`config.mk`:
```
export PLATFORM = sky130hd
export DESIGN_NAME = stack_sequencer
export DESIGN_NICKNAME = d
export VERILOG_FILES = /design/src/rtl/stack_sequencer.sv
export SDC_FILE = /design/constraint.sdc
export NUM_CORES = 1
export LEC_CHECK = 0
export BUFFER_PORTS_ARGS = -buffer_cell sky130_fd_sc_hd__buf_2
export CAP_MARGIN = 20
export CORE_MARGIN = 4
export CORE_UTILIZATION = 42
export DETAILED_ROUTE_END_ITERATION = 10
export SETUP_SLACK_MARGIN = 0.2
export SKIP_CTS_REPAIR_TIMING = 1
export SLEW_MARGIN = 0
export SYNTH_ARGS = -nofsm -noshare
export SYNTH_HDL_FRONTEND = slang
export SYNTH_SLANG_ARGS = --single-unit
```
`constraint.sdc`:
```
create_clock -name clk_i -period 8.95 [get_ports clk_i]
set_input_delay 0 -clock clk_i [delete_from_list [all_inputs] [get_ports clk_i]]
set_output_delay 0 -clock clk_i [all_outputs]
set_load 0.1 [all_outputs]
```
`src/rtl/stack_sequencer.sv`:
```
// -----------------------------------------------------------------------------
// stack_sequencer
//
// Executes the push/pop register-list masks produced by pre-decode (PUSH R,
// POP R, CALL, INT, RETI, PREPARE). Each set mask bit becomes one word-sized
// stack bus transfer. Pushes walk the mask from the lowest slot upwards and
// pops walk it from the highest slot downwards. The working SP is updated per
// transfer and popped words are returned to the register file.
//
// Optional feature macro: STACK_SEQ_BACK2BACK_EN
//   defined   : the next item's request follows mem_ack_i with no idle cycle.
//   undefined : mem_req_o drops for exactly one cycle after every mem_ack_i
//               that leaves further items pending.
//
// Ports
//   clk_i        core clock
//   reset_i      asynchronous, active-high reset (aborts any bus request)
//   start_i      1-cycle request, sampled only while busy_o = 0
//   push_mask_i  slots to push (captured on start)
//   pop_mask_i   slots to pop (captured on start)
//   sp_i         current SP (captured on start)
//   reg_idx_o    slot whose value is needed for the current push
//   reg_rdata_i  combinational register-file value of slot reg_idx_o
//   mem_req_o    stack transfer request
//   mem_wr_o     1 = write (push), 0 = read (pop)
//   mem_addr_o   SS-relative stack offset
//   mem_wdata_o  push data
//   mem_ack_i    transfer complete; mem_rdata_i valid this cycle on reads
//   mem_rdata_i  pop data
//   wb_valid_o   1-cycle pulse: write wb_data_o into slot wb_idx_o
//   wb_idx_o     writeback slot
//   wb_data_o    popped value
//   sp_o         working SP
//   sp_we_o      1-cycle pulse when sp_o changed
//   busy_o       sequence in progress
//   done_o       1-cycle pulse when the sequence completes
// -----------------------------------------------------------------------------
module stack_sequencer #(
   parameter int MASK_W = 16,
   parameter int DATA_W = 16,
   parameter int ADDR_W = 16,
   parameter int STEP   = 2,
   parameter int IDX_W  = $clog2(MASK_W)
) (
   input  logic              clk_i,
   input  logic              reset_i,
   input  logic              start_i,
   input  logic [MASK_W-1:0] push_mask_i,
   input  logic [MASK_W-1:0] pop_mask_i,
   input  logic [ADDR_W-1:0] sp_i,
   output logic [IDX_W-1:0]  reg_idx_o,
   input  logic [DATA_W-1:0] reg_rdata_i,
   output logic              mem_req_o,
   output logic              mem_wr_o,
   output logic [ADDR_W-1:0] mem_addr_o,
   output logic [DATA_W-1:0] mem_wdata_o,
   input  logic              mem_ack_i,
   input  logic [DATA_W-1:0] mem_rdata_i,
   output logic              wb_valid_o,
   output logic [IDX_W-1:0]  wb_idx_o,
   output logic [DATA_W-1:0] wb_data_o,
   output logic [ADDR_W-1:0] sp_o,
   output logic              sp_we_o,
   output logic              busy_o,
   output logic              done_o
);

   typedef enum logic [1:0] {S_IDLE, S_PUSH, S_POP, S_GAP} state_t;

   localparam logic [IDX_W-1:0]  SLOT_SP      = IDX_W'(4);
   localparam logic [IDX_W-1:0]  SLOT_DISCARD = IDX_W'(5);
   localparam logic [ADDR_W-1:0] STEP_A       = ADDR_W'(STEP);

   function automatic logic [IDX_W-1:0] lowest_set(input logic [MASK_W-1:0] m);
      logic [IDX_W-1:0] r;
      r = '0;
      for (int i = MASK_W - 1; i >= 0; i--) begin
         if (m[i]) r = IDX_W'(i);
      end
      return r;
   endfunction

   function automatic logic [IDX_W-1:0] highest_set(input logic [MASK_W-1:0] m);
      logic [IDX_W-1:0] r;
      r = '0;
      for (int i = 0; i < MASK_W; i++) begin
         if (m[i]) r = IDX_W'(i);
      end
      return r;
   endfunction

   state_t            state_q;
   logic [MASK_W-1:0] push_q;
   logic [MASK_W-1:0] pop_q;
   logic [ADDR_W-1:0] sp_q;
   logic [ADDR_W-1:0] sp_cap_q;
   logic [IDX_W-1:0]  slot_q;
   logic              mem_req_q;
   logic              mem_wr_q;
   logic [ADDR_W-1:0] mem_addr_q;
   logic              wb_valid_q;
   logic [IDX_W-1:0]  wb_idx_q;
   logic [DATA_W-1:0] wb_data_q;
   logic              sp_we_q;
   logic              busy_q;
   logic              done_q;

   logic [MASK_W-1:0] slot_bit_d;
   logic [MASK_W-1:0] push_clr_d;
   logic [MASK_W-1:0] pop_clr_d;
   logic [MASK_W-1:0] src_push_d;
   logic [MASK_W-1:0] src_pop_d;
   logic [ADDR_W-1:0] src_sp_d;
   logic [ADDR_W-1:0] launch_sp_d;
   logic [IDX_W-1:0]  launch_slot_d;
   logic              sel_push_d;
   logic              any_item_d;
   logic              ack_d;
   logic              accept_d;
   logic              item_end_d;
   logic              go_launch_d;
   logic              go_gap_d;
   logic              go_finish_d;

   // Work out which item (if any) comes next, using the masks and SP as they
   // will stand once the current event (start, ack) has been applied. This one
   // selection serves the start, back-to-back and post-bubble paths alike.
   always_comb begin
      slot_bit_d = MASK_W'(1) << slot_q;
      push_clr_d = push_q & ~slot_bit_d;
      pop_clr_d  = pop_q & ~slot_bit_d;
      ack_d      = mem_req_q & mem_ack_i;   // ack without a request is ignored
      accept_d   = (state_q == S_IDLE) && start_i;
      item_end_d = ack_d && ((state_q == S_PUSH) || (state_q == S_POP));

      src_push_d = push_q;
      src_pop_d  = pop_q;
      src_sp_d   = sp_q;
      case (state_q)
         S_IDLE: begin
            src_push_d = push_mask_i;
            src_pop_d  = pop_mask_i;
            src_sp_d   = sp_i;
         end
         S_PUSH: src_push_d = push_clr_d;
         S_POP: begin
            src_pop_d = pop_clr_d;
            src_sp_d  = sp_q + STEP_A;
         end
         default: ;
      endcase

      sel_push_d    = |src_push_d;
      any_item_d    = sel_push_d | (|src_pop_d);
      launch_slot_d = sel_push_d ? lowest_set(src_push_d) : highest_set(src_pop_d);
      // Pushes pre-decrement SP; pops read at the current SP.
      launch_sp_d   = sel_push_d ? (src_sp_d - STEP_A) : src_sp_d;

      go_finish_d = (accept_d || item_end_d) && !any_item_d;
`ifdef STACK_SEQ_BACK2BACK_EN
      go_gap_d    = 1'b0;
      go_launch_d = (accept_d || item_end_d || (state_q == S_GAP)) && any_item_d;
`else
      go_gap_d    = item_end_d && any_item_d;
      go_launch_d = (accept_d || (state_q == S_GAP)) && any_item_d;
`endif
   end

   always_ff @(posedge clk_i or posedge reset_i) begin
      if (reset_i) begin
         state_q    <= S_IDLE;
         push_q     <= '0;
         pop_q      <= '0;
         sp_q       <= '0;
         sp_cap_q   <= '0;
         slot_q     <= '0;
         mem_req_q  <= 1'b0;
         mem_wr_q   <= 1'b0;
         mem_addr_q <= '0;
         wb_valid_q <= 1'b0;
         wb_idx_q   <= '0;
         wb_data_q  <= '0;
         sp_we_q    <= 1'b0;
         busy_q     <= 1'b0;
         done_q     <= 1'b0;
      end else begin
         sp_we_q    <= 1'b0;
         wb_valid_q <= 1'b0;
         done_q     <= 1'b0;

         case (state_q)
            S_IDLE: begin
               if (start_i) begin
                  push_q   <= push_mask_i;
                  pop_q    <= pop_mask_i;
                  sp_cap_q <= sp_i;
                  sp_q     <= sp_i;
               end
            end
            S_PUSH: begin
               if (ack_d) push_q <= push_clr_d;
            end
            S_POP: begin
               if (ack_d) begin
                  pop_q     <= pop_clr_d;
                  sp_q      <= sp_q + STEP_A;
                  sp_we_q   <= 1'b1;
                  // SP and the discard slot are read off the stack but never written back.
                  wb_valid_q <= (slot_q != SLOT_SP) && (slot_q != SLOT_DISCARD);
                  wb_idx_q   <= slot_q;
                  wb_data_q  <= mem_rdata_i;
               end
            end
            default: ;
         endcase

         if (go_launch_d) begin
            state_q    <= sel_push_d ? S_PUSH : S_POP;
            busy_q     <= 1'b1;
            mem_req_q  <= 1'b1;
            mem_wr_q   <= sel_push_d;
            mem_addr_q <= launch_sp_d;
            slot_q     <= launch_slot_d;
            sp_q       <= launch_sp_d;
            if (sel_push_d) sp_we_q <= 1'b1;
         end else if (go_gap_d) begin
            state_q   <= S_GAP;
            mem_req_q <= 1'b0;
         end else if (go_finish_d) begin
            state_q   <= S_IDLE;
            busy_q    <= 1'b0;
            mem_req_q <= 1'b0;
            mem_wr_q  <= 1'b0;
            done_q    <= 1'b1;
         end
      end
   end

   assign reg_idx_o   = slot_q;
   assign mem_req_o   = mem_req_q;
   assign mem_wr_o    = mem_wr_q;
   assign mem_addr_o  = mem_addr_q;
   // The SP slot pushes the SP value from before the sequence, not the live register.
   assign mem_wdata_o = (mem_req_q && mem_wr_q) ?
                        ((slot_q == SLOT_SP) ? DATA_W'(sp_cap_q) : reg_rdata_i) : '0;
   assign wb_valid_o  = wb_valid_q;
   assign wb_idx_o    = wb_idx_q;
   assign wb_data_o   = wb_data_q;
   assign sp_o        = sp_q;
   assign sp_we_o     = sp_we_q;
   assign busy_o      = busy_q;
   assign done_o      = done_q;

endmodule

```
==> metrics <==
Critical Path Max Stage Delay slightly above 0.9 ns; max-slew violations 0; Initial Util 43.2%; clock-pin transition on the worst setup and hold timing paths around 0.080 ns; Data required, critical path 9.20 ns; drt pass-1 iters 7; vias 6969; slowest stage cell, crit path a21o_1; Post-synth EDFFs 0; final std cells w/o fill 1207; area growth from synthesis to layout 24.7%; Final Util roughly 54%; critical path startpoint category register; pin count of the biggest net entering global routing between 60 and 70; Slew @ Worst Pin 1.13 ns; Worst Skew 0.0119 ns; Mapped Area 7250 um^2; GRT Overall Usage between 20% and 30%; Cells after Synth 799; Primary FF master, synth dfrtp_1; most frequent cells in the layout buf_2, nand2_1, dfrtp_1; Cell variety after synth 81; Top Ports 162; antenna violations before repair 0; antenna viol nets, final 0; routed length per instance between 15 and 20 um; vias in the first global route between 6000 and 7000; total clock sinks 112; global-route wire length before repair 35300 um; fmax about 210 MHz; TNS Setup 0 ns; Inserted Diodes 0; CP top delay family compound AO/OA/AOI/OAI gates; Num CTS Buffers 9; Initial DRC Count just under 600; minimum clock period 4.72 ns; endpoints failing hold 0; syn avg cell area 9.07 um^2; layout cells sized above 1 26.6%; root buffer cell clkbuf_16; GP Congestion 0.905; Syn Nets 889; vias per cell 5.77; CTS tree built; peak fanout along the critical path 38; Crit. End Element register; setup violators final 0; Post-DP HPWL about 16000 um; Max-cap violations 0; slew margin rel. 24.9%; synthesized flop and latch total 112; yosys warns 0; gr ovfl total 0; RSZ-0062 raised after global routing false; period utilization 52.7%; worst skew pair latency between 0.3 and 0.4 ns; CP Cell Sequence inv_1 -> ha_2 -> buf_4 -> nand2b_1 -> a21boi_0 -> a2bb2oi_1 -> nand3_1 -> nor4_4 -> a21o_1 -> mux2_1; H-Tree Level Count 3; DRC Markers 0; register area share after synthesis 38.7%; critical path type reg2reg; status completed; R2R setup slack about 4.2 ns; chip height 139 um; chip width between 100 and 150 um; Total Nets Final 1072; crit path DAT between 4 and 5 ns; WL final 22800 um; Rows 47; CTS Buffer Depth 2; asr flop ratio synth 100%; commonest non-fill, non-tap cell in the layout buf_2; Core Area 16800 um^2; Hold/Removal Path Class in2reg; Port-buffer cells 161; Critical path buffers and inverters 2; Post-Place Cells 1126; die footprint about 19000 um^2
==> area by class of cell <==
type / instances / area (um^2)
fill: 1538 / 7720
multi-input combinational: 617 / 4090
sequential: 112 / 2800
timing repair buffer: 236 / 1540
tap: 220 / 275
clock buffer: 10 / 239
clock inverter: 6 / 68.8
inverter: 6 / 25.0
==> per-stage QoR <==
stage / cell area, um^2 / setup WS [ns] / hold WS, ns
6_report: 9040 / 4.23 / 0.0879
5_1_grt: 9040 / 3.92 / 0.120
4_1_cts: 8390 / 4.31 / -0.285
3_5_place_dp: 8080 / 4.33 / 0.125
3_3_place_gp: 8060 / 4.46 / 0.123
2_1_floorplan: 7250 / 5.20 / 0.140
==> Yosys cell counts (5+ instances only) <==
master,n,area [um^2]
a21boi_0,7,52.6
a21o_1,13,97.6
a21oi_1,45,225
a221oi_1,7,61.3
a22o_1,43,377
a22oi_1,8,60.1
a31oi_1,5,31.3
a32oi_1,5,43.8
and2_1,11,68.8
and3_1,7,43.8
buf_1,5,18.8
buf_2,14,70.1
buf_6,9,101
clkbuf_1,32,120
dfrtp_1,112,2800
ha_1,6,75.1
inv_1,5,18.8
mux2_2,37,417
nand2_1,149,559
nand2b_1,6,37.5
nand3_1,24,120
nand4_1,10,62.6
nand4b_1,5,43.8
nor2_1,29,109
nor3_1,5,25.0
nor3b_1,5,37.5
nor4_1,6,37.5
o211ai_1,11,82.6
o21ai_0,45,225
o21ai_1,11,55.1
o221ai_1,6,52.6
o22ai_1,8,50.1
or3b_2,6,52.6
or4_1,5,37.5
xnor2_1,7,61.3
xor2_1,9,78.8
==> worst min-delay path, cell delays in order <==
cell	delay (ns)
buf_2	0.18
nand3b_1	0.13
o211ai_1	0.09
==> path summary, 6_finish.rpt <==
kind | start | depth (start not counted) | endpoint
max in group asynchronous | reset_i | 4 | pop_q[5]$_DFFE_PP0P_
hold reg to reg | mem_addr_o[15]$_DFFE_PP0P_ | 2 | mem_addr_o[15]$_DFFE_PP0P_
min in group asynchronous | reset_i | 3 | wb_idx_o[1]$_DFFE_PP0P_
setup / recovery | state_q[0]$_DFFE_PP0P_ | 10 | sp_o[5]$_DFFE_PP0P_
hold / removal | start_i | 3 | sp_o[0]$_DFFE_PP0P_
setup reg to reg | state_q[0]$_DFFE_PP0P_ | 10 | sp_o[5]$_DFFE_PP0P_
==> state kept, by name (all words and copies together) (netlist names), 2 cells and up <==
name        count
reg_idx_o       4
mem_addr_o     16
push_q         16
wb_idx_o        4
wb_data_o      16
state_q         2
pop_q          16
sp_cap_q       16
sp_o           16
==> layer usage <==
| metal | up-vias | GRT usage, % | wire length, um |
|---|---|---|---|
| met5 | - | 0 | 0 |
| met4 | 0 | 5.72 | 344 |
| met3 | 23 | 6.66 | 1970 |
| met2 | 288 | 32.0 | 9690 |
| met1 | 3321 | 33.7 | 10800 |
| li1 | 3337 | - | - |
==> cells by family after synthesis <==
logic type / after synthesis / synth area share, %
mux: 45 / 7.08
flops: 112 / 38.7
compound gates: 245 / 23.8
simple gates: 305 / 22.5
buf+inv: 70 / 5.01
xor+xnor: 16 / 1.93
fa+ha+maj: 6 / 1.04
Power is not shown: default switching activity piles up to over one toggle a cycle in this logic, so the estimate is an artifact.
